$ cat src/rtl/alu_accum_seq_pkg.sv
// Shared encodings for the accumulator sequencer: operation codes and FSM states.
package alu_accum_seq_pkg;

  typedef enum logic [1:0] {
    OP_ADD = 2'b00,
    OP_SUB = 2'b01,
    OP_MUL = 2'b10,
    OP_DIV = 2'b11
  } op_e;

  typedef enum logic [2:0] {
    ST_IDLE   = 3'd0,
    ST_CLEAR  = 3'd1,
    ST_LOAD_A = 3'd2,
    ST_OPB    = 3'd3,
    ST_MUL_IT = 3'd4,
    ST_DIV_IT = 3'd5,
    ST_DONE   = 3'd6
  } state_e;

endpackage

$ cat src/rtl/alu_accum_seq.sv
// Drives an external add/sub accumulator through ADD/SUB/MUL/DIV sequences; latency 4, 3+a, 4+quot, 1 (div0).
// No backpressure: start is only sampled in IDLE and is dropped, never queued, while busy.
module alu_accum_seq
  import alu_accum_seq_pkg::*;
#(
  parameter int WIDTH = 8
) (
  input  logic             CLK,
  input  logic             CLR,
  input  logic             start,
  input  logic [1:0]       op,
  input  logic [WIDTH-1:0] a,
  input  logic [WIDTH-1:0] b,
  output logic             busy,
  output logic             done,
  output logic             err,
  output logic [WIDTH-1:0] result,
  output logic [WIDTH-1:0] remainder,
  output logic [WIDTH-1:0] acc_b,
  output logic             acc_e,
  output logic             acc_s,
  output logic             acc_clr,
  input  logic [WIDTH-1:0] acc_q
);

  state_e           state_q, state_d;
  logic [1:0]       op_q, op_d;
  logic [WIDTH-1:0] a_q, a_d;
  logic [WIDTH-1:0] b_q, b_d;
  logic [WIDTH-1:0] cnt_q, cnt_d;
  logic [WIDTH-1:0] quot_q, quot_d;
  logic             err_q, err_d;
  logic [WIDTH-1:0] result_q, result_d;
  logic [WIDTH-1:0] rem_q, rem_d;

  always_ff @(posedge CLK or posedge CLR) begin
    if (CLR) begin
      state_q  <= ST_IDLE;
      op_q     <= '0;
      a_q      <= '0;
      b_q      <= '0;
      cnt_q    <= '0;
      quot_q   <= '0;
      err_q    <= 1'b0;
      result_q <= '0;
      rem_q    <= '0;
    end else begin
      state_q  <= state_d;
      op_q     <= op_d;
      a_q      <= a_d;
      b_q      <= b_d;
      cnt_q    <= cnt_d;
      quot_q   <= quot_d;
      err_q    <= err_d;
      result_q <= result_d;
      rem_q    <= rem_d;
    end
  end

  always_comb begin
    state_d  = state_q;
    op_d     = op_q;
    a_d      = a_q;
    b_d      = b_q;
    cnt_d    = cnt_q;
    quot_d   = quot_q;
    err_d    = err_q;
    result_d = result_q;
    rem_d    = rem_q;
    acc_b    = '0;
    acc_e    = 1'b0;
    acc_s    = 1'b0;
    acc_clr  = 1'b0;
    done     = 1'b0;

    unique case (state_q)
      ST_IDLE: begin
        if (start) begin
          op_d   = op;
          a_d    = a;
          b_d    = b;
          cnt_d  = '0;
          quot_d = '0;
          err_d  = 1'b0;
          if (op == OP_DIV && b == '0) begin
            err_d   = 1'b1;
            state_d = ST_DONE;
          end else begin
            state_d = ST_CLEAR;
          end
        end
      end
      ST_CLEAR: begin
        acc_clr = 1'b1;
        if (op_q == OP_MUL) begin
          cnt_d   = a_q;
          state_d = ST_MUL_IT;
        end else begin
          state_d = ST_LOAD_A;
        end
      end
      ST_LOAD_A: begin
        acc_b = a_q;
        acc_e = 1'b1;
        if (op_q == OP_DIV) begin
          quot_d  = '0;
          state_d = ST_DIV_IT;
        end else begin
          state_d = ST_OPB;
        end
      end
      ST_OPB: begin
        acc_b   = b_q;
        acc_e   = 1'b1;
        acc_s   = op_q[0];
        state_d = ST_DONE;
      end
      ST_MUL_IT: begin
        if (cnt_q != '0) begin
          acc_b = b_q;
          acc_e = 1'b1;
          cnt_d = cnt_q - 1'b1;
        end else begin
          state_d = ST_DONE;
        end
      end
      ST_DIV_IT: begin
        // acc_q already reflects the previous cycle's subtract, so compare before subtracting again
        if (acc_q >= b_q) begin
          acc_b  = b_q;
          acc_e  = 1'b1;
          acc_s  = 1'b1;
          quot_d = quot_q + 1'b1;
        end else begin
          state_d = ST_DONE;
        end
      end
      ST_DONE: begin
        done    = 1'b1;
        state_d = ST_IDLE;
        if (err_q) begin
          result_d = '1;
          rem_d    = '0;
        end else if (op_q == OP_DIV) begin
          result_d = quot_q;
          rem_d    = acc_q;
        end else begin
          result_d = acc_q;
          rem_d    = '0;
        end
      end
      default: state_d = ST_IDLE;
    endcase
  end

  // The final accumulator update lands on the edge into DONE, so results bypass the hold registers there
  assign busy      = (state_q != ST_IDLE);
  assign err       = err_q;
  assign result    = (state_q == ST_DONE) ? result_d : result_q;
  assign remainder = (state_q == ST_DONE) ? rem_d    : rem_q;

endmodule

$ cat config.mk
export PLATFORM = sky130hd
export DESIGN_NAME = alu_accum_seq
export DESIGN_NICKNAME = d
export VERILOG_FILES = /design/src/rtl/alu_accum_seq_pkg.sv /design/src/rtl/alu_accum_seq.sv
export SDC_FILE = /design/constraint.sdc
export NUM_CORES = 1
export LEC_CHECK = 0
export CAP_MARGIN = 20
export CORE_ASPECT_RATIO = 1.1
export CORE_MARGIN = 5
export CORE_UTILIZATION = 53
export CTS_BUF_LIST = sky130_fd_sc_hd__clkbuf_4
export DETAILED_ROUTE_END_ITERATION = 6
export GPL_ROUTABILITY_DRIVEN = 0
export GPL_TIMING_DRIVEN = 0
export HOLD_SLACK_MARGIN = 0.1
export PLACE_DENSITY = 0.82
export SLEW_MARGIN = 20
export SYNTH_ARGS = -nofsm -noshare
export SYNTH_HDL_FRONTEND = slang
export SYNTH_SLANG_ARGS = --single-unit
$ cat constraint.sdc
create_clock -name CLK -period 2.8 [get_ports CLK]
set_input_delay 0.56 -clock CLK [delete_from_list [all_inputs] [get_ports CLK]]
set_output_delay 0.56 -clock CLK [all_outputs]
set_load 0.01 [all_outputs]
=== After elaboration in Yosys (flattened, before gate mapping) ===
Cells that the tools add are included.

* Bits in registers: 54
* Logic and storage cells: 72

* $add $sub $neg: 2
* Order comparisons: 1
* Equal/unequal tests: 16
* Muxes and demuxes: 32
* Reductions and logical operators: 12

{| class="wikitable"
|+ Operators by type and width
! cell !! number
|-
| $mux W8 || 15
|-
| $pmux W8 S3 || 2
|-
| $pmux W8 S4 || 1
|-
| $mux W3 || 6
|-
| $pmux W3 S6 || 1
|-
| $ne A2 B2 Y1 const B || 7
|-
| $eq A3 B3 Y1 const B || 3
|-
| $reduce_bool A3 Y1 || 3
|-
| $add A8 B1 Y8 const B || 1
|-
| $ge A8 B8 Y1 || 1
|-
| $logic_not A8 Y1 || 1
|-
| $reduce_and A4 Y1 || 2
|-
| $reduce_bool A8 Y1 || 1
|-
| $sub A8 B1 Y8 const B || 1
|-
| $eq A2 B2 Y1 const B || 3
|-
| $eq A3 B2 Y1 const B || 2
|-
| $mux W1 || 5
|-
| $eq A3 B1 Y1 const B || 1
|-
| $logic_not A3 Y1 || 1
|-
| $pmux W1 S3 || 1
|-
| $reduce_and A3 Y1 || 1
|-
| $pmux W1 S2 || 1
|-
| $reduce_and A2 Y1 || 1
|-
| $reduce_or A2 Y1 || 1
|-
| $logic_and A1 B1 Y1 || 1
|}

=== Logic depth before layout (Yosys ltp) ===
Gate-level depths: netlist (run 1).

* Depth in word-level cells: 5
* Depth in mapped cells: 8
* Gate-level depth less buffers: 7

=== Worst setup path after synthesis (run 1) ===
No wires, ideal clock.

* Path type: input port to output port
* Start: in acc_q[7]
* End: out acc_b[0]
* Arrival time: 2,139 ps
* Path slack: 101 ps
* Stages on the path: 7
* Path through: ha_1 and3_1 a221o_1 nand2_1 clkbuf_1 nand3_1 a22o_1

* Longest elaborated chain between the ends: 3

{| class="wikitable"
|+ RTL lines
! item !! line !! RTL
|-
| start: declaration || alu_accum_seq.sv:23 || <nowiki>input logic [WIDTH-1:0] acc_q</nowiki>
|-
| $ge A8 B8 Y1 || alu_accum_seq.sv:129 || <nowiki>if (acc_q >= b_q) begin</nowiki>
|-
| $mux W8 || alu_accum_seq.sv:129 ||
|-
| $pmux W8 S4 || alu_accum_seq.sv:76 || <nowiki>unique case (state_q)</nowiki>
|-
| end: declaration || alu_accum_seq.sv:19 || <nowiki>output logic [WIDTH-1:0] acc_b,</nowiki>
|}

No other way between the ends.

=== Worst setup path after layout (run 1) ===
* Start: reg cnt_q[0]
* End: out acc_b[6]

* Longest elaborated chain between the ends: 3

{| class="wikitable"
|+ RTL lines
! item !! line !! RTL
|-
| start: declaration || alu_accum_seq.sv:30 || <nowiki>logic [WIDTH-1:0] cnt_q, cnt_d;</nowiki>
|-
| start signal: assignment || alu_accum_seq.sv:52 || <nowiki>cnt_q <= cnt_d;</nowiki>
|-
| $reduce_bool A8 Y1 || alu_accum_seq.sv:119 || <nowiki>if (cnt_q != '0) begin</nowiki>
|-
| $mux W8 || alu_accum_seq.sv:119 ||
|-
| $pmux W8 S4 || alu_accum_seq.sv:76 ||
|}

No other way between the ends.

==> reports/qor.txt, run 1 <==
nature of the critical path endpoint = output pin
final WL = 8500 um
min-delay src = acc_q[6]
Power Dens Cells = 1060 mW/mm^2
status = finished with violations
Max Transition Viols Final = 0
WHS Path Cells = 2
Startpoint Class = flip-flop
fin nets = 411
Worst Path Buf+Inv = 2
Post-synth ARST share = 100%
Critical Path Source = cnt_q[0]$_DFFE_PP0P_
RSZ-0062 raised after global routing = yes
Hold Crit Class = input pin to flip-flop
f_max = 353 MHz
first-pass GRT wire length = 13,100 um
CTS tree = yes
Post-DP HPWL = 5420 um
io pins = 59
Initial DRC Count = 193
Setup Viol. Count Final = 10
fin worst setup slack = -36.4 ps
slew margin rel. = 54.7%
die extent in x = 80.0 um
vias in the first global route = 2,716
reg2reg setup slack = 480 ps
Ant. Diodes = 0
Cells after Synth = 286
Leak = 0.00192 uW
Slowest cell on crit path = dfrtp_1
TritonCTS Buffers = 5
Seq cells post-synth = 54
Mapped Area = 0.00286 mm^2
Worst path max stage delay = 440 ps
first-pass iteration count of the detailed router = 4
Core Region = 0.00533 mm^2
crit share post-route = 101%
max_cap viols = 0
Avg WL per Cell = 19.0 um
std cell rows = 28
synth warn = 0
Crit path max-delay family = simple AND/OR/NAND/NOR gates
clk sinks = 54
die footprint = 0.00696 mm^2
Die Y = 87.0 um
Worst Path Arrival = 2280 ps
gr usage total = 24.6%
GRT overflow = 0
Worst-Skew Late Latency = 400 ps
total number of vias = 2,656
I/O Buffers = 58
filler instances = 381
Antenna Nets Post-Route = 0
worst slew pin tran = 680 ps
critical path class = flip-flop to output pin
CTS Buffer Depth = 2
DR vias/cell = 5.94
Hold EP = rem_q[6]$_DFF_PP0_
failing checks = negative setup slack
CP cell instances = inv_1 > ha_1 > nor4b_4 > a21oi_2 > nor2_1 > nand3_4 > a22o_1 > buf_2
hold buffers post-CTS = 0
largest net degree at the start of global routing = 55
synth unique cells = 47
R2R Path Start = b_q[7]$_DFFE_PP0P_
antenna violations before repair = 0
Worst-path clk slew = 160 ps
Fin Clk Skew = 13.9 ps
endpoints failing hold = 0
P&R area growth vs syn = 39.4%
worst r2r dst = quot_q[2]$_DFFE_PP0P_
Residual DRC = 0
Post-synth EDFFs = 0
fraction of layout cells with a size suffix above 1 = 26.6%
Initial Util = 53.7%
Period minus WS final = 2840 ps
Register-to-Register Path Depth = 11
Final Core Density = 74.8%
CTS root buffer = clkbuf_4
Max VDD drop = 621 uV
syn nets = 326
Synth Area per Inst = 9.99 um^2
Post-synth top flop = dfrtp_1
htree depth = 2
setup tns final = -226 ps
Critical Path RT = 2240 ps
crit-path max FO = 8
Seq/Total Area, Yosys = 47.3%
where the power goes:
group	switching [uW]	internal, uW
Combinational	1320	1220
Sequential	234	1100
Clock	249	105
Total	1810	2420
layout by cell type, fill, tap and decap left out, drive strengths merged, types with 2 or more instances in the layout:
master | netlist | final
dfrtp | 54 | 54
inv | 15 | 15
a21boi | 4 | 4
mux2 | 12 | 12
a221o | 2 | 2
and2 | 2 | 2
a22oi | 4 | 4
nor2b | 3 | 3
a22o | 16 | 16
a21o | 2 | 2
dlymetal6s2s | 0 | 13
clkdlybuf4s50 | 0 | 24
a31oi | 2 | 2
nand2 | 15 | 15
a21bo | 2 | 2
nor4 | 2 | 2
and3 | 8 | 8
o21ai | 30 | 30
ha | 11 | 11
clkinv | 1 | 3
dlygate4sd2 | 0 | 9
nand3 | 5 | 5
o31ai | 2 | 2
a211oi | 2 | 2
mux2i | 8 | 8
clkbuf | 8 | 13
nand4 | 2 | 2
o22a | 6 | 6
a21oi | 19 | 19
nor2 | 25 | 25
nand2b | 4 | 4
buf | 3 | 35
nor3 | 4 | 4
nor3b | 3 | 3
sequential cells by signal, indices dropped and copies added, names as in the netlist:
register / cells
quot_q: 8
b_q: 8
rem_q: 8
op_q: 2
cnt_q: 8
state_q: 3
err: 1
result_q: 8
a_q: 8
area by class of cell:
class / count / area (um^2) / area share (%)
repair buffers: 79 / 726 / 18.2
flip-flops and latches: 54 / 1350 / 34.0
clock inverters: 2 / 8.76 / 0.220
plain buffers: 10 / 73.8 / 1.85
inverters: 16 / 68.8 / 1.73
multi-input cells: 205 / 1620 / 40.5
well taps: 75 / 93.8 / 2.36
clock buffers: 6 / 45.0 / 1.13
what timing repair did:
action                                 4_1_cts  5_1_grt
gates resized for setup                     88       38
buffers inserted                            14        7
pin swaps                                   20       19
setup endpoints to repair                   28       24
endpoints found under the hold margin        0        0
worst register-to-register path, cell delays in order (launching register included):
cell and delay, ps:
dfrtp_1 430, inv_2 80, ha_4 210, and3_4 160
a221o_1 380, nand2_4 110, buf_6 100, buf_4 100
buf_4 100, and3_1 130, clkbuf_1 280, o22a_1 180
synthesized netlist by cell type, types with 3 or more instances:
cell       n  share of area [%]
a21boi_0   4                1.1
nand2_1   15                2.0
a22o_1    16                4.9
mux2i_1    8                2.8
nor3_1     4               0.70
dfrtp_1   54                 47
mux2_2    12                4.7
o22a_1     6                1.8
nor2_1    25                3.3
ha_1      11                4.8
nand2b_1   4               0.88
o21ai_1    5               0.88
o21ai_0   24                4.2
and3_1     8                1.8
a21oi_1   19                3.3
nand3_1    5               0.88
clkbuf_1   8                1.1
a22oi_1    4                1.1
nor2b_1    3               0.66
inv_1     14                1.8
routing by layer:
layer	wire length [um]	track usage, %	vias to the layer above
met2	4330	41.0	111
met4	279	10.9	0
met3	568	6.31	25
met5	0	0	-
met1	3320	30.0	1295
li1	-	-	1225
through the flow:
| stage | area, um^2 | hold WS [ps] | std cells | total power, uW | setup WS, ps |
|---|---|---|---|---|---|
| CTS | 3770 | 527 | 440 | 3950 | -20.6 |
| floorplan | 2860 | 472 | 286 | 2580 | 101 |
| finish | 3980 | 514 | 447 | 4230 | -36.4 |
| global placement | 3530 | 485 | 419 | 3420 | -1170 |
| global route | 3980 | 518 | 447 | 4530 | -143 |
| detailed placement | 3530 | 490 | 419 | 3480 | -1200 |
worst max-delay path by stage:
stage          endpoint  cells after the start  slack, ps
6_report       acc_b[6]                      8        -40
5_1_grt        acc_b[2]                      9       -140
4_1_cts        acc_b[6]                      8        -20
3_5_place_dp   acc_b[6]                      9      -1200
3_3_place_gp   acc_b[6]                      9      -1170
2_1_floorplan  acc_b[0]                      7        100
kinds of logic after synthesis:
group                      count (synthesis)  synth area share [%]
AOI/OAI and AO/OA                         95                  22.4
and+or+nand+nor                           79                  14.1
DFF                                       54                  47.3
muxes                                     20                  7.53
adders and majority gates                 11                  4.82
buffers and inverters                     27                  3.90
Power figures use the tool's default switching activity.
==> run 2, diff against run 1 <==
--- a/config.mk
+++ b/config.mk
@@ -12,7 +12,6 @@
 export CTS_BUF_LIST = sky130_fd_sc_hd__clkbuf_4
 export DETAILED_ROUTE_END_ITERATION = 6
 export GPL_ROUTABILITY_DRIVEN = 0
-export GPL_TIMING_DRIVEN = 0
 export HOLD_SLACK_MARGIN = 0.1
 export PLACE_DENSITY = 0.82
 export SLEW_MARGIN = 20
==> constraint.sdc (replaced) <==
create_clock -name CLK -period 2.85 [get_ports CLK]
set_input_delay 0.57 -clock CLK [delete_from_list [all_inputs] [get_ports CLK]]
set_output_delay 0.57 -clock CLK [all_outputs]
set_load 0.01 [all_outputs]
==> run 2 against run 1 <==
Compared with the run above: the run now ends clean; clock skew is 5.8 ps lower; register-to-register slack better by 50 ps; clock-buffer cell count is 1 lower; sequential power is 3% lower; sequential cell count stayed put; setup slack better by 52 ps; worst hold slack better by 14 ps; total power is 5.1% lower; final cell count is 1.8% higher; clock power is 8.2% lower; routed wire length is 4.2% lower; largest cell class unchanged; highest routed layer unchanged.
==> reports/qor.txt, run 2 (synthesis results as in run 1) <==
most frequent cells in the layout = dfrtp_1 (54), buf_4 (36), clkdlybuf4s50_1 (28), nor2_1 (24), o21ai_0 (24)
crit-path max FO = 8 (unchanged)
Power Dens Cells = 1020 mW/mm^2 (-3.9%)
clk sinks = 54 (unchanged)
io pins = 59 (unchanged)
min-delay src = rem_q[3]$_DFF_PP0_
Max VDD drop = 597 uV (-3.9%)
first-pass iteration count of the detailed router = 4 (unchanged)
antenna violations before repair = 0 (unchanged)
total number of vias = 2,665 (+0.34%)
commonest non-fill, non-tap cell in the layout = dfrtp_1
DR vias/cell = 5.86 (-1.4%)
CTS tree = yes
Max Transition Viols Final = 0 (unchanged)
Initial Util = 53.7% (unchanged)
slew margin rel. = 64.3% (+9.6 points)
Post-DP HPWL = 5860 um (+8.0%)
nature of the critical path endpoint = output pin
Layout Cells excl Fill = 455 (+1.8%)
Period minus WS final = 2830 ps
hold buffers post-CTS = 0 (unchanged)
fin nets = 419 (+1.9%)
final WL = 8140 um (-4.2%)
P&R area growth vs syn = 37.6%
gr usage total = 24.4% (-0.21 points)
max_cap viols = 0 (unchanged)
Worst Path Arrival = 2260 ps (-20 ps)
CTS root buffer = clkbuf_4
fraction of layout cells with a size suffix above 1 = 24.7% (-1.9 points)
filler instances = 397 (+4.2%)
Setup Viol. Count Final = 0 (-10)
Fin Clk Skew = 8.03 ps (-5.82 ps)
Worst-path clk slew = 150 ps (about the same)
Core Region = 0.00533 mm^2 (unchanged)
Avg WL per Cell = 17.9 um (-5.9%)
Residual DRC = 0 (unchanged)
critical path class = flip-flop to output pin
I/O Buffers = 58 (unchanged)
CTS Buffer Depth = 2 (unchanged)
worst slew pin tran = 535 ps (-145 ps)
fin area = 0.00393 mm^2 (-1.3%)
vias in the first global route = 2,744 (+1.0%)
endpoints failing hold = 0 (unchanged)
Critical Path RT = 2280 ps (+40 ps)
RSZ-0062 raised after global routing = yes
f_max = 353 MHz
first-pass GRT wire length = 13,200 um (+0.89%)
Ant. Diodes = 0 (unchanged)
htree depth = 2 (unchanged)
std cell rows = 28 (unchanged)
total placed instance area = 0.00370 mm^2 (+4.6%)
Hold Crit Class = flip-flop to flip-flop
Critical Path Source = b_q[6]$_DFFE_PP0P_
Sequential Area = 0.00135 mm^2 (about the same)
R2R Path Start = state_q[0]$_DFFE_PP0P_
Antenna Nets Post-Route = 0 (unchanged)
die footprint = 0.00696 mm^2 (unchanged)
status = complete, no violations
fin worst setup slack = 16.1 ps (+52.5 ps)
Worst-Skew Late Latency = 380 ps (-20 ps)
crit share post-route = 99.4%
die extent in x = 80.0 um (unchanged)
TritonCTS Buffers = 5 (unchanged)
GRT overflow = 0 (unchanged)
Setup WS pre-CTS = -590 ps (+610 ps)
Startpoint Class = flip-flop
Initial DRC Count = 227 (+18%)
Post-Place Cells = 435 (+3.8%)
reg2reg setup slack = 530 ps (+50 ps)
Die Y = 87.0 um (unchanged)
largest net degree at the start of global routing = 32 (-42%)
footprint of the multi-input gates = 0.00151 mm^2 (-6.7%)
setup tns final = 0 ps (+226 ps)
Leak = 0.00193 uW (+0.51%)
[run 2: cell count changes in the layout (fill, tap and decap cells not counted), sizes merged]
cell / before / now
buf: 35 / 48
clkbuf: 13 / 5
clkdlybuf4s50: 24 / 28
clkinvlp: 0 / 2
dlygate4sd2: 9 / 6
[run 2: area by class of cell]
type / count / area share, %
well taps: 75 / 2.39
multi-input cells: 205 / 38.3
repair buffers: 96 / 21.8
inverters: 16 / 1.69
clock inverters: 3 / 0.286
clock buffers: 5 / 0.955
repair inverters: 1 / 0.191
flip-flops and latches: 54 / 34.4
[run 2: worst paths after layout]
path | endpoint | depth (start not counted)
max in group asynchronous | rem_q[0]$_DFF_PP0_ | 3
worst max-delay path | acc_b[6] | 9
min in group asynchronous | quot_q[2]$_DFFE_PP0P_ | 2
worst min-delay path | rem_q[3]$_DFF_PP0_ | 1
worst min register to register | rem_q[3]$_DFF_PP0_ | 1
worst max register to register | cnt_q[6]$_DFFE_PP0P_ | 6
[run 2: metal layers]
metal | global-route usage [%] | part of all wire [%]
met1 | 29.5 | 39
met3 | 4.76 | 6.2
met5 | 0 | 0
met2 | 42.5 | 53
met4 | 9.83 | 2.2
[run 2: stage by stage]
stage	util, %	total power, uW	hold WS [ps]
after floorplan	-	2540	472
after global placement	69.4	3490	487
after detailed placement	69.4	3560	493
after CTS	71.3	3900	532
after global routing	73.8	4290	555
final	73.8	4010	527
[run 2: critical path, cell delays in order, from the launching register on]
cell     delay (ps)
dfrtp_1         430
inv_2           100
ha_4            210
and3_4          160
a221o_1         350
nand2_2          90
nand3_2          80
buf_6           150
a22o_1          180
buf_2           140
[run 2: power by group]
part | total, uW | switching, uW | internal, uW
clock | 325 | 236 | 88.8
sequential | 1300 | 218 | 1080
combinational | 2390 | 1240 | 1150
[run 2: timing repair]
action | in CTS | in global routing
endpoints found under the setup margin | 26 | 26
buffers inserted | 4 | 7
pin swaps | 11 | 4
cloned | 0 | 1
gates resized for setup | 59 | 26
